File: config.mk
export PLATFORM = sky130hd
export DESIGN_NAME = mac_tx
export DESIGN_NICKNAME = d
export VERILOG_FILES = /design/src/rtl/mac_tx.sv
export SDC_FILE = /design/constraint.sdc
export NUM_CORES = 1
export LEC_CHECK = 0
export ABC_AREA = 1
export BUFFER_PORTS_ARGS = -buffer_cell sky130_fd_sc_hd__buf_2
export CAP_MARGIN = 15
export CORE_MARGIN = 3
export CORE_UTILIZATION = 45
export DETAILED_ROUTE_END_ITERATION = 10
export GPL_ROUTABILITY_DRIVEN = 0
export PLACE_DENSITY_LB_ADDON = 0.2
export SLEW_MARGIN = 40
export SYNTH_ARGS = -nofsm -noshare
export SYNTH_HDL_FRONTEND = slang
export SYNTH_SLANG_ARGS = --single-unit
export TNS_END_PERCENT = 1
File: constraint.sdc
create_clock -name clk -period 2.4 [get_ports clk]
set_input_delay 0.24 -clock clk [delete_from_list [all_inputs] [get_ports clk]]
set_output_delay 0.24 -clock clk [all_outputs]
set_load 0.03 [all_outputs]
File: src/rtl/mac_tx.sv
// -----------------------------------------------------------------------------
// mac_tx -- GMII transmit MAC for one frame at a time.
//
// Handshakes a frame request from the IP layer, then emits preamble, SFD,
// the frame bytes, zero padding up to MIN_FRAME, and a CRC-32 FCS (LSB
// first), followed by an inter-frame gap. Frames longer than MAX_FRAME are
// truncated (with an FCS over what was sent); a missing ip_tx_ready aborts
// the frame before anything is transmitted. Both cases pulse tx_frame_err.
//
// Ports
//   clk, rstn      : clock, asynchronous active-low reset
//   ip_tx_req      : level request for a frame
//   ip_tx_ready    : IP layer has frame data available
//   ip_tx_data     : frame byte, valid the cycle after mac_data_req
//   ip_tx_end      : marks the last frame byte on ip_tx_data
//   mac_tx_ack     : one-cycle grant of ip_tx_req
//   mac_data_req   : byte request (combinational)
//   mac_send_end   : one-cycle pulse when the frame (incl. IFG) completes
//   gmii_tx_en     : registered GMII transmit enable
//   gmii_txd       : registered GMII transmit data (0x00 when disabled)
//   tx_frame_err   : one-cycle pulse on ready timeout or truncation
// -----------------------------------------------------------------------------
module mac_tx #(
   parameter int IFG_BYTES   = 12,
   parameter int MIN_FRAME   = 60,
   parameter int MAX_FRAME   = 1514,
   parameter int RDY_TIMEOUT = 1023
) (
   input  logic       clk,
   input  logic       rstn,
   input  logic       ip_tx_req,
   input  logic       ip_tx_ready,
   input  logic [7:0] ip_tx_data,
   input  logic       ip_tx_end,
   output logic       mac_tx_ack,
   output logic       mac_data_req,
   output logic       mac_send_end,
   output logic       gmii_tx_en,
   output logic [7:0] gmii_txd,
   output logic       tx_frame_err
);

   typedef enum logic [3:0] {
      S_IDLE, S_ACK, S_WAIT_RDY, S_PRE, S_SFD, S_DATA, S_PAD, S_FCS, S_IFG
   } state_t;

   state_t      r_state;
   state_t      w_next;

   // r_cnt times the fixed-length phases (WAIT_RDY, PRE, FCS, IFG) and
   // restarts from zero on every state change.
   logic [15:0] r_cnt;
   logic [10:0] r_byte_cnt;   // bytes sent so far in DATA + PAD
   logic [31:0] r_crc;

   logic        w_at_max;
   logic        w_need_pad;
   logic [31:0] w_fcs;
   logic        w_tx_en;
   logic [7:0]  w_tx_byte;
   logic        w_crc_en;

   assign w_at_max   = (r_byte_cnt == 11'(MAX_FRAME - 1));
   // The current DATA byte is not yet counted, hence the +1.
   assign w_need_pad = ((r_byte_cnt + 11'd1) < 11'(MIN_FRAME));
   assign w_fcs      = ~r_crc;

   // Reflected CRC-32 (poly 0x04C11DB7 -> 0xEDB88320), one byte per call.
   function automatic logic [31:0] crc32_byte(input logic [31:0] crc,
                                               input logic [7:0]  d);
      logic [31:0] c;
      c = crc ^ {24'd0, d};
      for (int i = 0; i < 8; i++)
         c = c[0] ? ((c >> 1) ^ 32'hEDB8_8320) : (c >> 1);
      return c;
   endfunction

   // ---------------------------------------------------------------- state
   // NOTE: sequential state uses non-blocking assignments so every register
   // samples the pre-edge values, independent of process ordering.
   always_ff @(posedge clk or negedge rstn) begin
      if (!rstn) r_state <= S_IDLE;
      else       r_state <= w_next;
   end

   // ----------------------------------------------------------- next state
   // NOTE: defaulting w_next before the case keeps every path assigned, so
   // no latch is inferred.
   always_comb begin
      w_next = r_state;
      case (r_state)
         S_IDLE:     if (ip_tx_req) w_next = S_ACK;
         S_ACK:      w_next = S_WAIT_RDY;
         S_WAIT_RDY: if (ip_tx_ready)                        w_next = S_PRE;
                     else if (r_cnt == 16'(RDY_TIMEOUT))     w_next = S_IDLE;
         S_PRE:      if (r_cnt == 16'd6) w_next = S_SFD;
         S_SFD:      w_next = S_DATA;
         S_DATA:     if (ip_tx_end || w_at_max)
                        w_next = w_need_pad ? S_PAD : S_FCS;
         S_PAD:      if (r_byte_cnt == 11'(MIN_FRAME - 1)) w_next = S_FCS;
         S_FCS:      if (r_cnt == 16'd3) w_next = S_IFG;
         S_IFG:      if (r_cnt == 16'(IFG_BYTES - 1)) w_next = S_IDLE;
         default:    w_next = S_IDLE;
      endcase
   end

   // --------------------------------------------------------------- outputs
   always_comb begin
      mac_tx_ack   = 1'b0;
      mac_data_req = 1'b0;
      tx_frame_err = 1'b0;
      w_tx_en      = 1'b0;
      w_tx_byte    = 8'h00;
      w_crc_en     = 1'b0;
      case (r_state)
         S_ACK:      mac_tx_ack = 1'b1;
         S_WAIT_RDY: tx_frame_err = !ip_tx_ready && (r_cnt == 16'(RDY_TIMEOUT));
         S_PRE: begin
            w_tx_en   = 1'b1;
            w_tx_byte = 8'h55;
         end
         S_SFD: begin
            w_tx_en      = 1'b1;
            w_tx_byte    = 8'hD5;
            mac_data_req = 1'b1;   // first frame byte arrives in DATA
         end
         S_DATA: begin
            w_tx_en      = 1'b1;
            w_tx_byte    = ip_tx_data;
            w_crc_en     = 1'b1;
            mac_data_req = !ip_tx_end;
            tx_frame_err = !ip_tx_end && w_at_max;
         end
         S_PAD: begin
            w_tx_en  = 1'b1;
            w_crc_en = 1'b1;
         end
         S_FCS: begin
            w_tx_en   = 1'b1;
            w_tx_byte = w_fcs[8*r_cnt[1:0] +: 8];
         end
         default: ;
      endcase
   end

   // -------------------------------------------------------------- datapath
   always_ff @(posedge clk or negedge rstn) begin
      if (!rstn) begin
         r_cnt        <= '0;
         r_byte_cnt   <= '0;
         r_crc        <= '0;
         gmii_tx_en   <= 1'b0;
         gmii_txd     <= 8'h00;
         mac_send_end <= 1'b0;
      end else begin
         r_cnt <= (w_next != r_state) ? 16'd0 : r_cnt + 16'd1;

         if (r_state == S_SFD) begin
            r_byte_cnt <= '0;
            r_crc      <= 32'hFFFF_FFFF;
         end else if (w_crc_en) begin
            r_byte_cnt <= r_byte_cnt + 11'd1;
            r_crc      <= crc32_byte(r_crc, w_tx_byte);
         end

         gmii_tx_en   <= w_tx_en;
         gmii_txd     <= w_tx_byte;   // already 0x00 whenever w_tx_en is low
         mac_send_end <= (r_state == S_IFG) && (w_next == S_IDLE);
      end
   end

endmodule

# == Word-level counts from Yosys, hierarchy flattened ==
# Cells that the tools add are included.
# totals
reg_bits,73
in_bits,13
output_inout_bits,13
# classes
add_sub_neg,2
magnitude_cmp,1
eq_ne,15
n_shift,1
n_mux,29
bitwise_logic,10
reduce_logical,11
# ops
operator,n
$mux W32,10
$not A13 Y14,8
$pmux W4 S9,1
$mux W4,8
$not A32 Y32,1
$pmux W8 S4,1
$shiftx A32 B6 Y8,1
$xor A32 B8 Y32,1
$mux W11,2
$add A16 B1 Y16 const B,1
$eq A16 B10 Y1 const B,1
$eq A16 B2 Y1 const B,1
$eq A16 B3 Y1 const B,1
$eq A16 B4 Y1 const B,1
$eq A4 B3 Y1 const B,4
$mux W16,1
$add A11 B1 Y11 const B,1
$eq A11 B11 Y1 const B,1
$eq A11 B6 Y1 const B,1
$lt A11 B6 Y1 const B,1
$eq A4 B2 Y1 const B,2
$logic_not A4 Y1,2
$reduce_or A5 Y1,1
$eq A4 B1 Y1 const B,1
other kinds (9),16

# == Logic depth before layout (Yosys ltp) ==
# Gate-level depths: netlist (run 1).
# logic_depth
word_depth,22
depth_mapped,20

# == Least setup slack after synthesis (run 1) ==
# No wires, ideal clock.
# synth_timing
path_type,register to register
startpoint,register r_byte_cnt[0]
endpoint,register r_cnt[9]
setup_time_ps,71
arrival_time_ps,1912
required_time_ps,2329
setup_slack_ps,416
path_stages_with_launch,15
path_buffers,1
synth_period_minus_slack_ps,1984
cell_sequence,dfrtp_1 > ha_1 > nand3_1 > nor2_1 > nand2_1 > nor2_1 > nand3_1 > nand2_1 > nand4_1 > o21ai_1 > nand3_1 > nand2_1 > nand2_2 > buf_4 > nor2_1
# synth_between
elab_chain_len,7
# synth_lines
item,line_no,text
"start, declared",53,logic [10:0] r_byte_cnt;
"start signal, assigned",162,r_byte_cnt <= r_byte_cnt + 11'd1;
$add A11 B1 Y11,65,assign w_need_pad = ((r_byte_cnt + 11'd1) < 11'(MIN_FRAME));
$lt A11 B6 Y1,65,
$mux W1,99,w_next = w_need_pad ? S_PAD : S_FCS;
$mux W4,98,S_DATA: if (ip_tx_end || w_at_max)
$pmux W4 S9 *,91,case (r_state)
net w_next[0],48,state_t w_next;
$ne A4 B4 Y1 *,156,r_cnt <= (w_next != r_state) ? 16'd0 : r_cnt + 16'd1;
$mux W16 *,156,
"end signal, assigned",156,
"end, declared",52,logic [15:0] r_cnt;
# The timed path passes the listed nets; every way through them passes the cells marked *.
# A chain may end at the register's enable or synchronous reset.

# == Worst setup path in the final report (run 1) ==
# layout_timing
startpoint,register r_cnt[0]
endpoint,output port tx_frame_err
# layout_between
elab_chain_len,3
# layout_lines
item,line_no,text
$eq A16 B10 Y1,117,S_WAIT_RDY: tx_frame_err = !ip_tx_ready && (r_cnt == 16'(RDY_TIMEOUT));
$logic_and A1 B1 Y1,117,
$pmux W1 S2,115,case (r_state)
"end, declared",40,output logic tx_frame_err
# Every way passes these cells.

==> results of run 1 <==
## logic make-up after synthesis
kind of cell | synth area share (%)
AOI/OAI and AO/OA | 6.55
xor gates and xnor gates | 8.61
adders and majority gates | 0.985
buffers and inverters | 9.16
DFF | 35.9
and+or+nand+nor | 38.8
## worst max-delay path: cells and delay by family (launching register included)
family,cells,cell delay [ps]
buffers and inverters,3,320
AOI/OAI and AO/OA,1,80
adders and majority gates,1,160
and+or+nand+nor,7,690
DFF,1,450
## layer usage
metal  part of all wire, %  GRT usage, %  vias to the layer above
li1                      -             -                     2389
met1                    44          30.2                     2356
met2                    48          35.8                      144
met3                   5.8          3.83                       26
met4                   2.5          9.05                        0
met5                     0             0                        -
## flip-flops by register name, summed over array words and instances, names as in the netlist
register and cells:
r_crc 32, r_cnt 16, r_byte_cnt 11, gmii_txd 8, r_state 4, gmii_tx_en 1
mac_send_end 1
## worst min path at each step
stage | start | endpoint | slack, ps | depth (start not counted)
finish | ip_tx_data[3] | gmii_txd[3] | 170 | 3
global route | ip_tx_data[3] | gmii_txd[3] | 180 | 3
CTS | ip_tx_data[3] | gmii_txd[3] | 170 | 3
detailed placement | rstn | r_cnt[13] | 320 | 1
global placement | rstn | r_cnt[13] | 450 | 1
floorplan | rstn | gmii_tx_en | -60 | 0
## cell usage after synthesis (2+ instances only)
cell,n
nand2_1,219
inv_1,91
dfrtp_1,73
nand3_1,71
nor2_1,60
xor2_1,39
nand2_2,26
o22ai_1,24
o21ai_0,17
nand4_1,13
nand2_4,12
nor3_1,7
a21oi_1,6
clkbuf_1,6
nor2_2,6
xnor2_1,6
inv_2,5
buf_6,4
ha_1,4
nor2_4,4
o21bai_1,4
nor4_1,3
a21oi_2,2
buf_2,2
buf_4,2
inv_4,2
o211ai_1,2
or2_2,2
## through the flow
| stage | util [%] | hold WS (ps) |
|---|---|---|
| floorplan | - | -55.6 |
| global placement | 50.2 | 454 |
| detailed placement | 50.3 | 320 |
| CTS | 53.3 | 171 |
| global route | 55.6 | 181 |
| finish | 55.6 | 172 |
## final cells by class
| type | count | area (um2) |
|---|---|---|
| Clock inverter | 6 | 72.6 |
| Multi-Input combinational cell | 536 | 2930 |
| Fill cell | 1037 | 4850 |
| Clock buffer | 10 | 239 |
| Inverter | 98 | 388 |
| Tap cell | 140 | 175 |
| Sequential cell | 73 | 1830 |
| Timing Repair Buffer | 57 | 448 |
## what timing repair did
item                                    CTS  global route
pin swaps                                 0            10
endpoints found under the hold margin    73             0
endpoints found under the setup margin   17            32
buffers inserted                          0             9
hold buffers                              1             0
gates cloned                              0             2
gates resized for setup                   4            44
==> run metrics, run 1 <==
fin cells 920; TritonCTS clock tree yes; clock sink total 73; CTS clk-pin slew, worst paths 60 ps; most frequent cells in the layout 211 x nand2_1, 90 x inv_1, 70 x nand3_1, 67 x dfrtp_1, 52 x nor2_1; DR vias/cell 5.34; Die Span Y 112 um; arrival time at the worst endpoint 2050 ps; hpwl dp 10.1 mm; ys async rst share 100%; RSZ-0062 raised after global routing true; max_cap viols 0; largest net degree at the start of global routing 74; Slew headroom 53.8%; top post-synthesis cells by area dfrtp_1 36%, nand2_1 16%, nand3_1 7.0%, inv_1 6.7%, xor2_1 6.7%; final wirelength 14.3 mm; H-Tree Depth 3; I/O Buffers 25; slowest CP cell dfrtp_2; worst reg2reg endpoint r_crc[26]; CP startpoint r_cnt[0]; Critical Path Sink Type output pin; #FFs+latches synth 73; Final ANT Viol Nets 0; Post-Place Worst Slack -20.9 ps; Congestion Overflow GR 0; fin crit period 2290 ps; Syn-to-layout area delta 19.6%; Setup Viol. Count Final 0; Num CTS Buffers 9; Distinct cells, synth 36; CP startpoint kind flip-flop; reg-to-reg startpoint r_state[3]; placed insts 892; dpl cell area 0.00550 mm2; setup ws final 107 ps; Top FF cell, synth dfrtp_1; drt initial violations 377; cell area after layout 0.00608 mm2; vias in the first global route 4664; Cell Area, Synth 0.00508 mm2; n_diodes 0; min-delay worst type in -> reg; Crit path top cell by count inv_1; Synth Instances 720; Net count, final 792; Crit path largest cell delay 450 ps; num rows 38; CP Capture Point tx_frame_err; outcome completed; Final Hold Viols 0; Core ar. 0.0109 mm2; Slew @ Worst Pin 692 ps; worst setup path class reg -> out; Synth area leader dfrtp_1; die width 112 um; share of cells above drive strength 1 21.0%; top cell type's share of synthesized area 35.9%; global-route wire length before repair 22.7 mm; initial antenna violation count 0; Worst-Skew Late Latency 340 ps; Initial Util 46.5%; Die ar. 0.0126 mm2; Initial DRT Pass Iterations 5; syn nets 737; Worst Skew 7.67 ps; per-cell routed wire length 15.5 um; total track usage 22.4%; yosys warns 0; worst path required time 2160 ps; # DRC 0; root buf cell clkbuf_16; crit-path cells ha_4 > nand3_2 > nor2_2 > nand2_2 > nor2_4 > inv_1 > nor2_1 > nand2_1 > inv_1 > nand3_1 > o21ai_0 > buf_4; R2R setup slack 140 ps; Final period util 95.6%; Reg2Reg Depth 13; EDFF count, synth 0; sequential share of the synthesized area 35.9%; commonest non-fill, non-tap cell in the layout nand2_1; Vias 4915; CTS Buffer Depth 2; final max-slew violation count 0; Avg Synthesized Cell Area 7.06 um2; TNS Setup 0 ps; crit path max fanout 3; I/O Pins 26; fmax 0.436 GHz
Power of run 1 is left out: the tool's default activity adds up to more than one toggle a clock period on the data nets, which glitch-free logic cannot reach.
==> run 2: changes to the inputs <==
--- a/config.mk
+++ b/config.mk
@@ -12,6 +12,7 @@
 export CORE_UTILIZATION = 45
 export DETAILED_ROUTE_END_ITERATION = 10
 export GPL_ROUTABILITY_DRIVEN = 0
+export GPL_TIMING_DRIVEN = 0
 export PLACE_DENSITY_LB_ADDON = 0.2
 export SLEW_MARGIN = 40
 export SYNTH_ARGS = -nofsm -noshare
==> run 2 against run 1 <==
  * Sequential share of layout area fell by 0.15 points
  * First-iteration DRC count increased by 21%
  * Maximum frequency decreased by 3.5%
  * Wire length shrank 2.2%
  * Largest cell class unchanged
==> run metrics, run 2 (synthesized netlist as in run 1, its figures left out) <==
Initial Util 46.5%; worst setup path class reg -> reg; RSZ-0062 raised after global routing true; placed insts 886; Most flops, register r_crc; total track usage 22.5%; filler cell count 1019; per-cell routed wire length 15.1 um; arrival time at the worst endpoint 2620 ps; Critical Path Sink Type flip-flop; I/O Pins 26; crit-path leading delay family buffers and inverters; crit path max fanout 10; DR vias/cell 5.26; Seq. cell area 0.00183 mm2; Num CTS Buffers 9; Syn-to-layout area delta 20.0%; dpl cell area 0.00541 mm2; leakage 3.07 nW; Pwr Density 1720 mW/mm2; cell area after layout 0.00610 mm2; Hold Slack 168 ps; slowest CP cell dfrtp_1; commonest non-fill, non-tap cell in the layout nand2_1; Slew @ Worst Pin 712 ps; clock sink total 73; Core ar. 0.0109 mm2; Post-Place Worst Slack -128 ps; Final period util 99.0%; Die ar. 0.0126 mm2; Final Hold Viols 0; Worst Skew 6.63 ps; largest net degree at the start of global routing 43; Final ANT Viol Nets 0; CP startpoint kind flip-flop; # DRC 0; setup ws final 23.3 ps; Congestion Overflow GR 0; CTS Buffer Depth 2; share of cells above drive strength 1 20.9%; Vias 4874; worst path required time 2640 ps; drt initial violations 457; most frequent cells in the layout 207 x nand2_1, 90 x inv_1, 70 x nand3_1, 70 x dfrtp_1, 52 x nor2_1; Die Span Y 112 um; Crit path top cell by count inv_1; global-route wire length before repair 22.5 mm; Largest regs r_crc: 32 flops, r_cnt: 16 flops, r_byte_cnt: 11 flops; root buf cell clkbuf_16; vias in the first global route 4543; Crit path largest cell delay 360 ps; I/O Buffers 25; max reg flops 32; initial antenna violation count 0; outcome completed; min-delay worst type in -> reg; Net count, final 798; TNS Setup 0 ps; Max rail drop VDD 0.000621 V; n_diodes 0; fmax 0.421 GHz; Worst-Skew Late Latency 350 ps; Initial DRT Pass Iterations 5; crit-path cells buf_4 > nand2_2 > inv_1 > nor2_2 > nand2_1 > inv_1 > buf_2 > nand2_1 > o21bai_1 > inv_1; die width 112 um; TritonCTS clock tree yes; hpwl dp 9.85 mm; area of the multi-input gates 0.00291 mm2; Slew headroom 52.5%; final wirelength 13.9 mm; CP bufs+invs 5; num rows 38; CTS clk-pin slew, worst paths 60 ps; fin crit period 2380 ps; H-Tree Depth 3; max_cap viols 0; final max-slew violation count 0; fin cells 926; Setup Viol. Count Final 0
-- run 2: final cells by class --
type	instances	area share (%)
tap	140	2.87
multi-input combinational	535	47.7
clock inverter	5	1.03
clock buffer	11	3.98
buffer	14	1.97
inverter	98	6.30
sequential	73	30.0
timing repair buffer	50	6.13
-- run 2: stage by stage --
step	power, mW	utilization (%)
3_5_place_dp	8.26	49.5
2_1_floorplan	6.82	-
3_3_place_gp	8.10	49.2
6_report	10.5	55.8
5_1_grt	11.4	55.8
4_1_cts	9.74	52.6
-- run 2: per-layer routing --
layer	GRT usage (%)	vias up	routed length [um]
met2	35.9	164	6460
met5	0	-	0
met3	4.20	32	965
li1	-	2395	-
met4	10.5	0	433
met1	29.8	2283	6080
-- run 2: timing repair --
| item | in CTS | in global routing |
|---|---|---|
| pin swaps | 0 | 15 |
| gates cloned | 0 | 0 |
| hold buffers | 1 | 0 |
| endpoints found under the hold margin | 31 | 0 |
| resized for setup | 3 | 45 |
| setup endpoints to repair | 19 | 35 |
| buffers inserted | 2 | 21 |
-- run 2: worst paths after layout --
kind | startpoint | cells after the start | slack [ps] | to
worst max-delay path | r_state[1] | 10 | 20 | r_crc[25]
worst min-delay path | ip_tx_data[3] | 3 | 170 | gmii_txd[3]
worst max register to register | r_state[1] | 10 | 20 | r_crc[25]
worst min register to register | r_cnt[4] | 2 | 550 | r_cnt[4]
max in group asynchronous | rstn | 3 | 1520 | r_byte_cnt[0]
min in group asynchronous | rstn | 2 | 330 | r_cnt[10]
-- run 2: worst reg2reg max path, stage by stage, from the launching register on --
cell and delay, ps:
dfrtp_1 360, buf_4 170, nand2_2 110, inv_1 90
nor2_2 350, nand2_1 310, inv_1 270, buf_2 320
nand2_1 100, o21bai_1 140, inv_1 50
-- run 2: power by group --
part           leakage [nW]  internal (mW)  total [mW]  switching, mW
clock                 0.143          0.841        1.40          0.561
combinational          2.00           2.66        7.13           4.47
sequential            0.926           1.60        1.98          0.376
Note: power is estimated with default switching activity, not from simulation.
==> run 3: changes to the inputs <==
--- a/config.mk
+++ b/config.mk
@@ -5,7 +5,6 @@
 export SDC_FILE = /design/constraint.sdc
 export NUM_CORES = 1
 export LEC_CHECK = 0
-export ABC_AREA = 1
 export BUFFER_PORTS_ARGS = -buffer_cell sky130_fd_sc_hd__buf_2
 export CAP_MARGIN = 15
 export CORE_MARGIN = 3
@@ -14,6 +13,7 @@
 export GPL_ROUTABILITY_DRIVEN = 0
 export GPL_TIMING_DRIVEN = 0
 export PLACE_DENSITY_LB_ADDON = 0.2
+export SETUP_SLACK_MARGIN = 0.05
 export SLEW_MARGIN = 40
 export SYNTH_ARGS = -nofsm -noshare
 export SYNTH_HDL_FRONTEND = slang
==> run 3 against run 2 <==
  * Hold slack better by 130 ps
  * Utilization rose by 3.1 points
  * Critical path type is now reg -> out
  * Area after synthesis decreased by 9.5%
  * Worst setup slack worse by 290 ps
  * Via count fell by 26%
  * Critical endpoint is now tx_frame_err
  * Register-to-register slack got worse by 270 ps
  * The flow now finishes with violations (negative setup slack)
  * Global-route usage is 0.15 points lower
==> run metrics, run 3 <==
Distinct cells, synth 61; TritonCTS clock tree yes; reg-to-reg startpoint r_cnt[0]; Worst Skew 13.0 ps; num rows 36; Reg2Reg Depth 9; Final ANT Viol Nets 0; root buf cell clkbuf_8; Top Layer Used met4; I/O Pins 26; worst setup path class reg -> out; clock sink total 73; Syn-to-layout area delta 26.2%; Congestion Overflow GR 0; Slew headroom 64.2%; setup ws final -265 ps; Most flops, register r_crc; Die Span Y 107 um; final wirelength 12.2 mm; Initial DRT Pass Iterations 4; fin crit period 2660 ps; global-route wire length before repair 19.8 mm; commonest cells in the synthesized netlist 73 x dfrtp_1, 70 x nor2_1, 57 x xnor2_1, 32 x a21oi_1, 24 x nand2_1; count leader, synth dfrtp_1; Die ar. 0.0115 mm2; Initial Util 46.6%; EDFF count, synth 0; ys async rst share 100%; top post-synthesis cells by area dfrtp_1 40%, xnor2_1 11%, nor2_1 5.7%, xnor2_2 4.2%, mux4_2 3.9%; Slew @ Worst Pin 537 ps; Worst-Skew Late Latency 360 ps; max reg flops 32; total track usage 22.4%; max_cap viols 0; Largest regs r_crc: 32 flops, r_cnt: 16 flops, r_byte_cnt: 11 flops; Num CTS Buffers 9; DR vias/cell 5.39; DR WL met2 6.09 mm; Critical Path Sink Type output pin; failing checks negative setup slack; largest net degree at the start of global routing 41; CTS clk-pin slew, worst paths 80 ps; fmax 0.375 GHz; Synth Instances 456; min-delay worst type in -> reg; Setup Viol. Count Final 41; die width 107 um; H-Tree Depth 3; Vias 3586; Top FF cell, synth dfrtp_1; most frequent cells in the layout 70 x dfrtp_1, 66 x nor2_1, 53 x xnor2_1, 35 x buf_4, 29 x a21oi_1; Hold Crit Depth 3; Final period util 111%; syn nets 473; Synth area leader dfrtp_1; n_diodes 0; commonest non-fill, non-tap cell in the layout dfrtp_1; Final Hold Viols 0; #FFs+latches synth 73; CP startpoint kind flip-flop; Avg Synthesized Cell Area 10.1 um2; crit path max fanout 5; Cell Area, Synth 0.00460 mm2; worst path required time 2160 ps; routed wl met3 370 um; RSZ-0062 raised after global routing true; per-cell routed wire length 18.4 um; worst reg2reg endpoint r_crc[27]; sequential share of the synthesized area 39.7%; initial antenna violation count 0; TNS Setup -5770 ps; drt initial violations 173; # DRC 0; R2R setup slack -250 ps; hpwl dp 8.04 mm; Hold Path End gmii_txd[1]; Min-Delay Startpoint ip_tx_data[1]; yosys warns 0; M1 WL 5.52 mm; top cell type's share of synthesized area 39.7%; Core ar. 0.00986 mm2; arrival time at the worst endpoint 2420 ps; share of cells above drive strength 1 31.4%; vias in the first global route 3684; final max-slew violation count 0; I/O Buffers 25; outcome finished with violations; CTS Buffer Depth 2; Net count, final 545
## run 3: through the flow
| step | instance area [um2] | worst slack [ps] | hold slack, ps | util (%) | instances |
|---|---|---|---|---|---|
| floorplan | 4660 | -119 | -55.6 | - | 456 |
| global route | 5810 | -368 | 311 | 58.9 | 665 |
| detailed placement | 4980 | -773 | 155 | 50.5 | 615 |
| CTS | 5730 | -272 | 271 | 58.1 | 661 |
| finish | 5810 | -265 | 302 | 58.9 | 665 |
| global placement | 4950 | -718 | 520 | 50.2 | 614 |
## run 3: layout make-up
class	instances	area (um2)
clock inverter	5	56.3
tap	133	166
sequential	73	1830
inverter	9	33.8
fill	829	4060
timing repair buffer	65	493
multi-input combinational	350	2940
clock buffer	10	138
buffer	20	151
## run 3: metal layers
metal	global-route usage [%]	vias to the layer above
li1	-	1725
met1	30.4	1787
met2	36.7	58
met3	3.19	16
met4	7.76	0
met5	0	-
## run 3: critical path: stages (launching register included)
cell and delay [ps]:
dfrtp_2 440, buf_4 140, ha_4 150, nand2_2 70
or3_4 380, or3_4 390, o41ai_4 290, buf_4 210
## run 3: what timing repair did
action / CTS / global route
buffers inserted: 34 / 4
endpoints found under the hold margin: 33 / 0
pin swaps: 39 / 15
gates resized for setup: 56 / 17
hold buffers: 1 / 0
endpoints found under the setup margin: 62 / 52
## run 3: logic make-up (layout without fill, tap and decap cells)
| logic type | after synthesis | after routing | synth area share [%] |
|---|---|---|---|
| compound gates | 88 | 88 | 13.5 |
| xor+xnor | 92 | 92 | 21.8 |
| fa+ha+maj | 6 | 6 | 1.52 |
| buf+inv | 33 | 109 | 3.45 |
| flops | 73 | 73 | 39.7 |
| mux | 9 | 9 | 4.13 |
| simple gates | 155 | 155 | 16.0 |
## run 3: worst max-delay path by stage
stage	cells past startpoint	end	from
final	7	tx_frame_err	r_cnt[0]
after detailed placement	8	r_crc[12]	r_state[2]
after CTS	8	r_crc[27]	r_cnt[0]
after global routing	7	tx_frame_err	r_cnt[0]
after global placement	8	r_crc[31]	r_state[2]
after floorplan	8	r_crc[20]	r_cnt[0]
Power of run 3 is left out for the same reason.
